**config.mk**
```make
export PLATFORM = sky130hd
export DESIGN_NAME = if_stage_flat
export DESIGN_NICKNAME = d
export VERILOG_FILES = /design/src/rtl/cpu_pkg.sv /design/src/rtl/if_stage_if.sv /design/src/rtl/pc_reg.sv /design/src/rtl/if_stage.sv /design/src/flat_wrapper.sv
export SDC_FILE = /design/constraint.sdc
export NUM_CORES = 1
export LEC_CHECK = 0
export BUFFER_PORTS_ARGS = -buffer_cell sky130_fd_sc_hd__clkbuf_2
export CAP_MARGIN = 10
export CORE_MARGIN = 4
export CORE_UTILIZATION = 35
export CTS_CLUSTER_DIAMETER = 40
export DETAILED_ROUTE_END_ITERATION = 8
export PLACE_DENSITY = 0.62
export SYNTH_ARGS = -nofsm -noshare
export SYNTH_HDL_FRONTEND = slang
export SYNTH_SLANG_ARGS = --single-unit
export TNS_END_PERCENT = 5
```
**constraint.sdc**
```tcl
create_clock -name clk_i -period 2.5 [get_ports clk_i]
set_input_delay 0.25 -clock clk_i [delete_from_list [all_inputs] [get_ports clk_i]]
set_output_delay 0.25 -clock clk_i [all_outputs]
set_load 0.005 [all_outputs]
```
**src/rtl/cpu_pkg.sv**
```systemverilog
// Shared CPU definitions: fetch FSM encodings, bubble word and reset PC.
package cpu_pkg;

    localparam logic [31:0] NOP_INSTR   = 32'h0000_0000;
    localparam logic [31:0] DEF_RESET_PC = 32'h0000_0000;

    localparam logic [1:0] FS_BOOT = 2'd0;
    localparam logic [1:0] FS_RUN  = 2'd1;
    localparam logic [1:0] FS_HALT = 2'd2;

endpackage

```
**src/rtl/if_stage_if.sv**
```systemverilog
// Instruction-memory bus: PC out, combinational instruction back.
interface if_stage_if;

    logic [31:0] pc_addr;
    logic [31:0] instr;

    modport master (output pc_addr, input  instr);
    modport slave  (input  pc_addr, output instr);

endinterface

```
**src/rtl/pc_reg.sv**
```systemverilog
// Program counter register with load enable and async active-low reset.
module pc_reg import cpu_pkg::*; #(
    parameter logic [31:0] RESET_PC = DEF_RESET_PC
) (
    input  logic        clk_i,
    input  logic        rst_i,
    input  logic        en_i,
    input  logic [31:0] pc_d_i,
    output logic [31:0] pc_q_o
);

    logic [31:0] pc_q;

    always_ff @(posedge clk_i or negedge rst_i) begin
        if (!rst_i) begin
            pc_q <= RESET_PC;
        end else if (en_i) begin
            pc_q <= pc_d_i;
        end
    end

    assign pc_q_o = pc_q;

endmodule

```
**src/rtl/if_stage.sv**
```systemverilog
// Fetch stage: PC sequencing, IF/ID register, fetch FSM and fetch counter.
module if_stage import cpu_pkg::*; #(
    parameter logic [31:0] RESET_PC = DEF_RESET_PC
) (
    input  logic                clk_i,
    input  logic                rst_i,
    input  logic                stall_i,
    input  logic                flush_i,
    input  logic                redirect_i,
    input  logic [31:0]         redirect_pc_i,
    input  logic                halt_i,
    if_stage_if.master          imem,
    output logic [31:0]         ifid_pc4_o,
    output logic [31:0]         ifid_instr_o,
    output logic                ifid_valid_o,
    output logic [31:0]         fetch_cnt_o,
    output logic [1:0]          state_o
);

    logic [31:0] pc_q, pc_d, pc_plus4, tgt;
    logic        pc_en;
    logic [1:0]  state_q, state_d;
    logic [31:0] instr_q, pc4_q, cnt_q;
    logic        valid_q;
    logic        bubble, load;

    assign pc_plus4 = pc_q + 32'd4;
    assign tgt      = {redirect_pc_i[31:2], 2'b00};

    pc_reg #(.RESET_PC(RESET_PC)) u_pc (
        .clk_i  (clk_i),
        .rst_i  (rst_i),
        .en_i   (pc_en),
        .pc_d_i (pc_d),
        .pc_q_o (pc_q)
    );

    always_comb begin
        pc_en   = 1'b0;
        pc_d    = pc_plus4;
        state_d = state_q;
        bubble  = 1'b0;
        load    = 1'b0;
        case (state_q)
            FS_RUN: begin
                if (redirect_i) begin
                    pc_en = 1'b1;
                    pc_d  = tgt;
                end else if (!stall_i) begin
                    if (halt_i) state_d = FS_HALT;
                    else        pc_en   = 1'b1;
                end
                // Redirect/flush beat stall; stall beats halt.
                if (redirect_i || flush_i) bubble = 1'b1;
                else if (stall_i)          bubble = 1'b0;
                else if (halt_i)           bubble = 1'b1;
                else                       load   = 1'b1;
            end
            FS_HALT: begin
                bubble = 1'b1;
                if (redirect_i) begin
                    pc_en   = 1'b1;
                    pc_d    = tgt;
                    state_d = FS_RUN;
                end
            end
            default: begin
                bubble  = 1'b1;
                state_d = FS_RUN;
            end
        endcase
    end

    always_ff @(posedge clk_i or negedge rst_i) begin
        if (!rst_i) begin
            state_q <= FS_BOOT;
            instr_q <= NOP_INSTR;
            pc4_q   <= 32'd0;
            valid_q <= 1'b0;
            cnt_q   <= 32'd0;
        end else begin
            state_q <= state_d;
            if (bubble) begin
                instr_q <= NOP_INSTR;
                pc4_q   <= 32'd0;
                valid_q <= 1'b0;
            end else if (load) begin
                instr_q <= imem.instr;
                pc4_q   <= pc_plus4;
                valid_q <= 1'b1;
                cnt_q   <= cnt_q + 32'd1;
            end
        end
    end

    assign imem.pc_addr = pc_q;
    assign ifid_pc4_o   = pc4_q;
    assign ifid_instr_o = instr_q;
    assign ifid_valid_o = valid_q;
    assign fetch_cnt_o  = cnt_q;
    assign state_o      = state_q;

endmodule

```
**src/flat_wrapper.sv**
```systemverilog
// flat-port wrapper written by rule: the top's interface ports become plain ports
module if_stage_flat import cpu_pkg::*;
#(
    parameter logic [31:0] RESET_PC = DEF_RESET_PC
)
  (clk_i, rst_i, stall_i, flush_i, redirect_i, redirect_pc_i, halt_i, ifid_pc4_o, ifid_instr_o, ifid_valid_o, fetch_cnt_o, state_o, imem_pc_addr, imem_instr);
  if_stage_if imem_i ();
  input  logic clk_i;
  input  logic rst_i;
  input  logic stall_i;
  input  logic flush_i;
  input  logic redirect_i;
  input  logic [31:0] redirect_pc_i;
  input  logic halt_i;
  output logic [31:0] ifid_pc4_o;
  output logic [31:0] ifid_instr_o;
  output logic ifid_valid_o;
  output logic [31:0] fetch_cnt_o;
  output logic [1:0] state_o;
  output wire logic [$bits(imem_i.pc_addr)-1:0] imem_pc_addr;
  input wire logic [$bits(imem_i.instr)-1:0] imem_instr;
  assign imem_pc_addr = imem_i.pc_addr;
  assign imem_i.instr = imem_instr;
  if_stage #(.RESET_PC(RESET_PC)) u_core (.clk_i(clk_i), .rst_i(rst_i), .stall_i(stall_i), .flush_i(flush_i), .redirect_i(redirect_i), .redirect_pc_i(redirect_pc_i), .halt_i(halt_i), .imem(imem_i), .ifid_pc4_o(ifid_pc4_o), .ifid_instr_o(ifid_instr_o), .ifid_valid_o(ifid_valid_o), .fetch_cnt_o(fetch_cnt_o), .state_o(state_o));
endmodule
```
==> results.toml, run 1 <==
[route]
finalWirelength_mm = 17.5
drc = 0
via_per_inst = 5.03
drt-initial-drc-count = 271
vias = 5124
ant_nets = 0
wl_per_cell_um = 17.1
drt-pass1-iter-count = 4

[timing]
slew_violations = 0
fin_skew_ps = 9.18
period_share_pct = 93.5
fin_setup_tns_ps = 0
setup_violations = 0
relSlewSlack_pct = 22.6
fmax_mhz = 428
fin_crit_ps = 2340
worst_pin_slew_ps = 1160
rsz0062_at_grt = "no"
hold_viol = 0

[floorplan]
start_util_pct = 36.0
die_area_um2 = 19400
die_width_um = 139
ios = 201
die-height_um = 139
coreArea_um2 = 16700
rows = 47

[yosys]
syn_inst = 584
synth_top_family_by_area = "simple AND/OR/NAND/NOR gates"
seq_area_frac_synth_pct = 52.8
async_flop_share_pct = 100
avgSynthCellArea_um2 = 10.3
ys_types = 50
yosysMostFrequentCell = "dfrtp_1"
yosys-top-cells-area = "dfrtp_1 (53%), xnor2_1 (5.8%), a22o_1 (4.8%), nand2_1 (4.4%), o21ai_0 (2.8%)"
synth_compound_area_share_pct = 16.4
synthMuxAreaShare_pct = 0.166
synthSimpleGateAreaFrac_pct = 17.5
yosys.area.top_type = "dfrtp_1"
synth_common_cells = "dfrtp_1 (127), nand2_1 (71), xnor2_1 (40)"
yosysWarnings = 0
ys.flop_type = "dfrtp_1"
post_synth_xor_area_fraction_pct = 8.59
ys_ff_latch = 127
synthAdderAreaFrac_pct = 0.832
synth_top_cell_area_share_pct = 52.8
synth_enable_flop_cells = 0
synthesis.area_um2 = 6020

[placed_design]
io_buffers = 194
hpwl_mm = 12.5
gp_congestion = 0.831

[cells_and_area]
multi_input_area_um2 = 2640
drive_above_1_share_pct = 33.2
area_growth_pct = 31.4
regArea_um2 = 3180
fillCellCount = 1617
finalNetCount = 862
antenna_cells = 0

[hold_path]
min_from = "imem_instr[19]"
min_path_cells = 2
hold_class = "in -> reg"

[cts]
cts_sinks = 127
cts_tree = "yes"
post_cts_buffers = 0
ctsLongestPathBuffers = 2
clk_latency_ps = 410
htreeDepth = 4
clk_pin_slew_ps = 60
cts-root-buf = "clkbuf_16"
numCtsBuffers = 17

[setup_path]
rr_worst_depth = 7
critPathMaxFanout = 10
critPathCaptureType = "flip-flop"
start_kind = "flip-flop"
required_ps = 2830
r2r-end = "u_core.u_pc.pc_q_o[28]"
r2r-start = "u_core.u_pc.pc_q_o[2]"
cp-startpoint = "u_core.u_pc.pc_q_o[2]"
crit_type = "reg -> reg"
r2r_setup_slack_ps = 160
arrival_ps = 2670
cp-endpoint = "u_core.u_pc.pc_q_o[28]"

[global_routing]
grt_pass1_vias = 5048
antenna_found_initial = 0
grt_pass1_wl_mm = 28.4
grt_usage_pct = 18.2
grt_max_degree = 66
overflow = 0

[power]
power_density_nw_per_um2 = 920
ir_drop_mv = 0.483
power_mw = 7.28
leakagePower_nw = 3.85

[run_status]
status = "complete, no violations"

[job]
cap_violations = 0
## layout by cell type (no fill, tap or decap), drive strengths merged, types with 15 or more instances in the layout
cell type	n
xor2	19
nand4	17
nand3	27
o21ai	42
dfrtp	127
nor2	24
nor3	15
nand2	71
buf	26
clkbuf	216
a22o	33
xnor2	40
a21oi	25
## repair_timing
item / 4_1_cts / 5_1_grt
resized for setup: 0 / 1
hold endpoints to repair: 63 / 0
endpoints found under the setup margin: 0 / 2
hold buffers: 1 / 0
## cells by family (layout without fill, tap and decap cells)
group,count (synthesis),in the layout
flip-flops,127,127
other,1,4
buffers and inverters,50,262
adder cells (fa/ha/maj),4,4
AND/OR/NAND/NOR,198,198
XOR/XNOR,59,59
AO/OA/AOI/OAI,144,144
multiplexers,1,1
## registers in the layout (all words and copies together) (netlist names)
signal and cells:
u_core.ifid_instr_o 32, u_core.state_o 2, u_core.fetch_cnt_o 32, u_core.u_pc.pc_q_o 30
u_core.ifid_valid_o 1, u_core.ifid_pc4_o 30
## worst min path at each step
| stage | end | slack (ps) |
|---|---|---|
| 5_1_grt | u_core.ifid_instr_o[22] | 40 |
| 3_5_place_dp | u_core.fetch_cnt_o[31] | 300 |
| 3_3_place_gp | u_core.fetch_cnt_o[19] | 300 |
| 2_1_floorplan | u_core.fetch_cnt_o[0] | -50 |
| 6_report | u_core.ifid_instr_o[19] | 60 |
| 4_1_cts | u_core.ifid_instr_o[14] | 40 |
## per-stage QoR
stage | setup slack, ps | std cells | utilization (%) | instance area, um^2 | hold WS [ps]
6_report | 162 | 1019 | 47.4 | 7910 | 58.6
5_1_grt | 3.20 | 1019 | 47.4 | 7910 | 43.9
4_1_cts | 148 | 1019 | 47.3 | 7900 | 37.8
3_5_place_dp | 162 | 988 | 43.9 | 7340 | 302
3_3_place_gp | 187 | 988 | 43.9 | 7340 | 304
2_1_floorplan | 306 | 587 | - | 6030 | -45.6
## power breakdown
group          total, mW  internal (mW)  switching, mW
clock               2.36           1.50          0.863
combinational       2.08          0.940           1.14
sequential          2.83           2.38          0.456
## per-layer routing
layer	vias to the layer above	global-route usage (%)	share of wire [%]
met5	-	0	0
met2	174	27.9	45
met1	2439	25.4	47
met3	13	5.21	7.0
li1	2498	-	-
met4	0	4.94	0.96
## area by class of cell
| cell class | count | share of cell area [%] |
|---|---|---|
| multi-input combinational | 410 | 33.4 |
| sequential | 127 | 40.2 |
| timing repair buffer | 220 | 15.3 |
| tap | 220 | 3.48 |
| inverter | 12 | 0.570 |
| clock inverter | 7 | 1.11 |
| clock buffer | 23 | 5.92 |
## critical path: stages (launching register included)
cell and delay [ps]:
dfrtp_1 360, ha_1 260, nand3_1 180, or4_1 580, buf_4 210, nor4_4 320
o21ai_1 110, a211oi_2 240
(Power assumes the default switching activity.)
==> run 2: changes to the inputs <==
--- a/config.mk
+++ b/config.mk
@@ -7,12 +7,15 @@
 export LEC_CHECK = 0
 export BUFFER_PORTS_ARGS = -buffer_cell sky130_fd_sc_hd__clkbuf_2
 export CAP_MARGIN = 10
+export CORE_ASPECT_RATIO = 1.4
 export CORE_MARGIN = 4
 export CORE_UTILIZATION = 35
 export CTS_CLUSTER_DIAMETER = 40
 export DETAILED_ROUTE_END_ITERATION = 8
 export PLACE_DENSITY = 0.62
+export SETUP_SLACK_MARGIN = 0.1
 export SYNTH_ARGS = -nofsm -noshare
 export SYNTH_HDL_FRONTEND = slang
+export SYNTH_HIERARCHICAL = 1
 export SYNTH_SLANG_ARGS = --single-unit
 export TNS_END_PERCENT = 5
==> run 2 against run 1 <==
  * Routed wire length is 4.5% lower
  * Largest power group unchanged
  * Utilization is 0.79 points lower
  * Cell count is 2.4% lower
  * Highest routed layer unchanged
  * Critical endpoint is now u_core/u_pc/pc_q_o[31]
==> results.toml, run 2 <==
[route]
wl_per_cell_um = 16.8
ant_nets = 0
vias = 4842
drt-initial-drc-count = 195
via_per_inst = 4.87
finalWirelength_mm = 16.7
drt-pass1-iter-count = 5
drc = 0

[setup_path]
critPathMaxFanout = 7
cp-startpoint = "u_core/u_pc/pc_q_o[7]"
required_ps = 2790
start_kind = "flip-flop"
r2r-start = "u_core/u_pc/pc_q_o[7]"
crit_type = "reg -> reg"
arrival_ps = 2400
critPathCaptureType = "flip-flop"
r2r_setup_slack_ps = 400

[global_routing]
grt_pass1_vias = 5016
grt_usage_pct = 17.1
grt_max_degree = 59
antenna_found_initial = 0
overflow = 0
grt_pass1_wl_mm = 26.7

[floorplan]
die_width_um = 120
rows = 57
die-height_um = 165
coreArea_um2 = 17300
ios = 201
start_util_pct = 35.6
die_area_um2 = 19900

[cells_and_area]
multi_input_area_um2 = 2710
mostFrequentLayoutCells = "clkbuf_2 (197), dfrtp_1 (131), nand2_1 (61)"
fin_util_pct = 46.6
antenna_cells = 0
drive_above_1_share_pct = 39.3
regArea_um2 = 3280
final_common_cell = "clkbuf_2"
area_growth_pct = 30.7
finalNetCount = 820
fillCellCount = 1674

[yosys]
ys_ff_latch = 131
yosysWarnings = 6
yosys.area.top_type = "dfrtp_1"
async_flop_share_pct = 100
syn_inst = 540
synth_enable_flop_cells = 0
syn_nets = 614
ys_types = 44
synth_common_cells = "dfrtp_1 (131), nand2_1 (61), xnor2_1 (39)"
synthesis.area_um2 = 6170
seq_area_frac_synth_pct = 53.1
synth_top_cell_area_share_pct = 53.1
yosysMostFrequentCell = "dfrtp_1"
ys.flop_type = "dfrtp_1"
yosys-top-cells-area = "dfrtp_1 (53%), mux2_4 (7.3%), xnor2_1 (5.5%), a22o_1 (5.0%), nand2_1 (3.7%)"
avgSynthCellArea_um2 = 11.4

[power]
ir_drop_mv = 0.511
pwr-share-seq_pct = 37.0
leakagePower_nw = 3.99
p_comb_share_pct = 32.7
power_density_nw_per_um2 = 985
p_clk_share_pct = 30.4
power.net_switching_mw = 2.60
p_sw_share_pct = 32.7
p_int_mw = 5.35

[cts]
htreeDepth = 4
cts_tree = "yes"
cts_sinks = 131
cts-root-buf = "clkbuf_16"
clk_pin_slew_ps = 60
numCtsBuffers = 17
clk_latency_ps = 410
ctsLongestPathBuffers = 2

[timing]
period_share_pct = 84.1
relSlewSlack_pct = 63.9
fin_skew_ps = 7.32
fmax_mhz = 476
worst_pin_slew_ps = 542
slew_violations = 0
fin_setup_tns_ps = 0
rsz0062_at_grt = "no"
setup_violations = 0
hold_viol = 0
fin_ws_ps = 398
fin_crit_ps = 2100

[placed_design]
io_buffers = 198
gp_congestion = 0.790
hpwl_mm = 12.0
pre_cts_ws_ps = 427

[run_status]
status = "complete, no violations"

[job]
cap_violations = 0

[hold_path]
min_from = "imem_instr[2]"
hold_class = "in -> reg"
-- run 2: worst max-delay path, cell delays in order, from the launching register on --
cell and delay (ps):
dfrtp_1 480, nand3_1 210, nor4_4 450, nand4_1 250
xor2_1 250, a21oi_1 90, mux2_2 260
-- run 2: power by group through the flow --
stage / Sequential, mW / Clock, mW / Combinational, mW
CTS: 2.94 / 2.47 / 2.63
finish: 2.94 / 2.41 / 2.60
global placement: 2.96 / 0 / 2.59
floorplan: 2.90 / 0 / 1.76
detailed placement: 2.97 / 0 / 2.61
global route: 3.01 / 2.60 / 2.82
-- run 2: final timing paths --
check | endpoint | depth (start not counted)
max in group asynchronous | u_core/ifid_instr_o[21] | 3
worst max register to register | u_core/u_pc/pc_q_o[31] | 6
worst max-delay path | u_core/u_pc/pc_q_o[31] | 6
worst min-delay path | u_core/ifid_instr_o[2] | 2
worst min register to register | u_core/fetch_cnt_o[31] | 1
min in group asynchronous | u_core/ifid_instr_o[8] | 2
-- run 2: kinds of logic after synthesis --
family                     share of synthesized area, %
and+or+nand+nor                                    16.5
DFF                                                53.1
AOI/OAI and AO/OA                                  10.1
xor gates and xnor gates                           8.49
buffers and inverters                              3.20
muxes                                              7.84
adders and majority gates                         0.811
-- run 2: area by class of cell --
| cell class | count | share of cell area, % |
|---|---|---|
| clock buffer | 24 | 5.84 |
| clock inverter | 8 | 1.27 |
| inverter | 5 | 0.233 |
| multi-input combinational | 376 | 33.6 |
| sequential | 131 | 40.6 |
| tap | 236 | 3.66 |
| timing repair buffer | 215 | 14.7 |
-- run 2: routing by layer --
layer	part of all wire (%)	wire [um]	vias to the layer above	global-route usage [%]
met5	0	0	-	0
met4	1.8	293	0	5.77
met3	6.6	1100	18	5.14
met2	50	8380	152	29.1
met1	41	6900	2360	20.8
li1	-	-	2312	-
-- run 2: timing repair --
action,in CTS,in global routing
hold buffers,1,0
buffers inserted,0,0
hold endpoints to repair,55,0
gates resized for setup,0,0
-- run 2: metrics by stage --
step	power, mW	hold slack, ps	area (um^2)	cells
after floorplan	4.66	-45.6	6170	540
after global placement	5.54	262	7490	962
after detailed placement	5.58	261	7490	962
after CTS	8.04	39.6	8070	995
after global routing	8.43	36.1	8070	995
final	7.95	65.3	8070	995
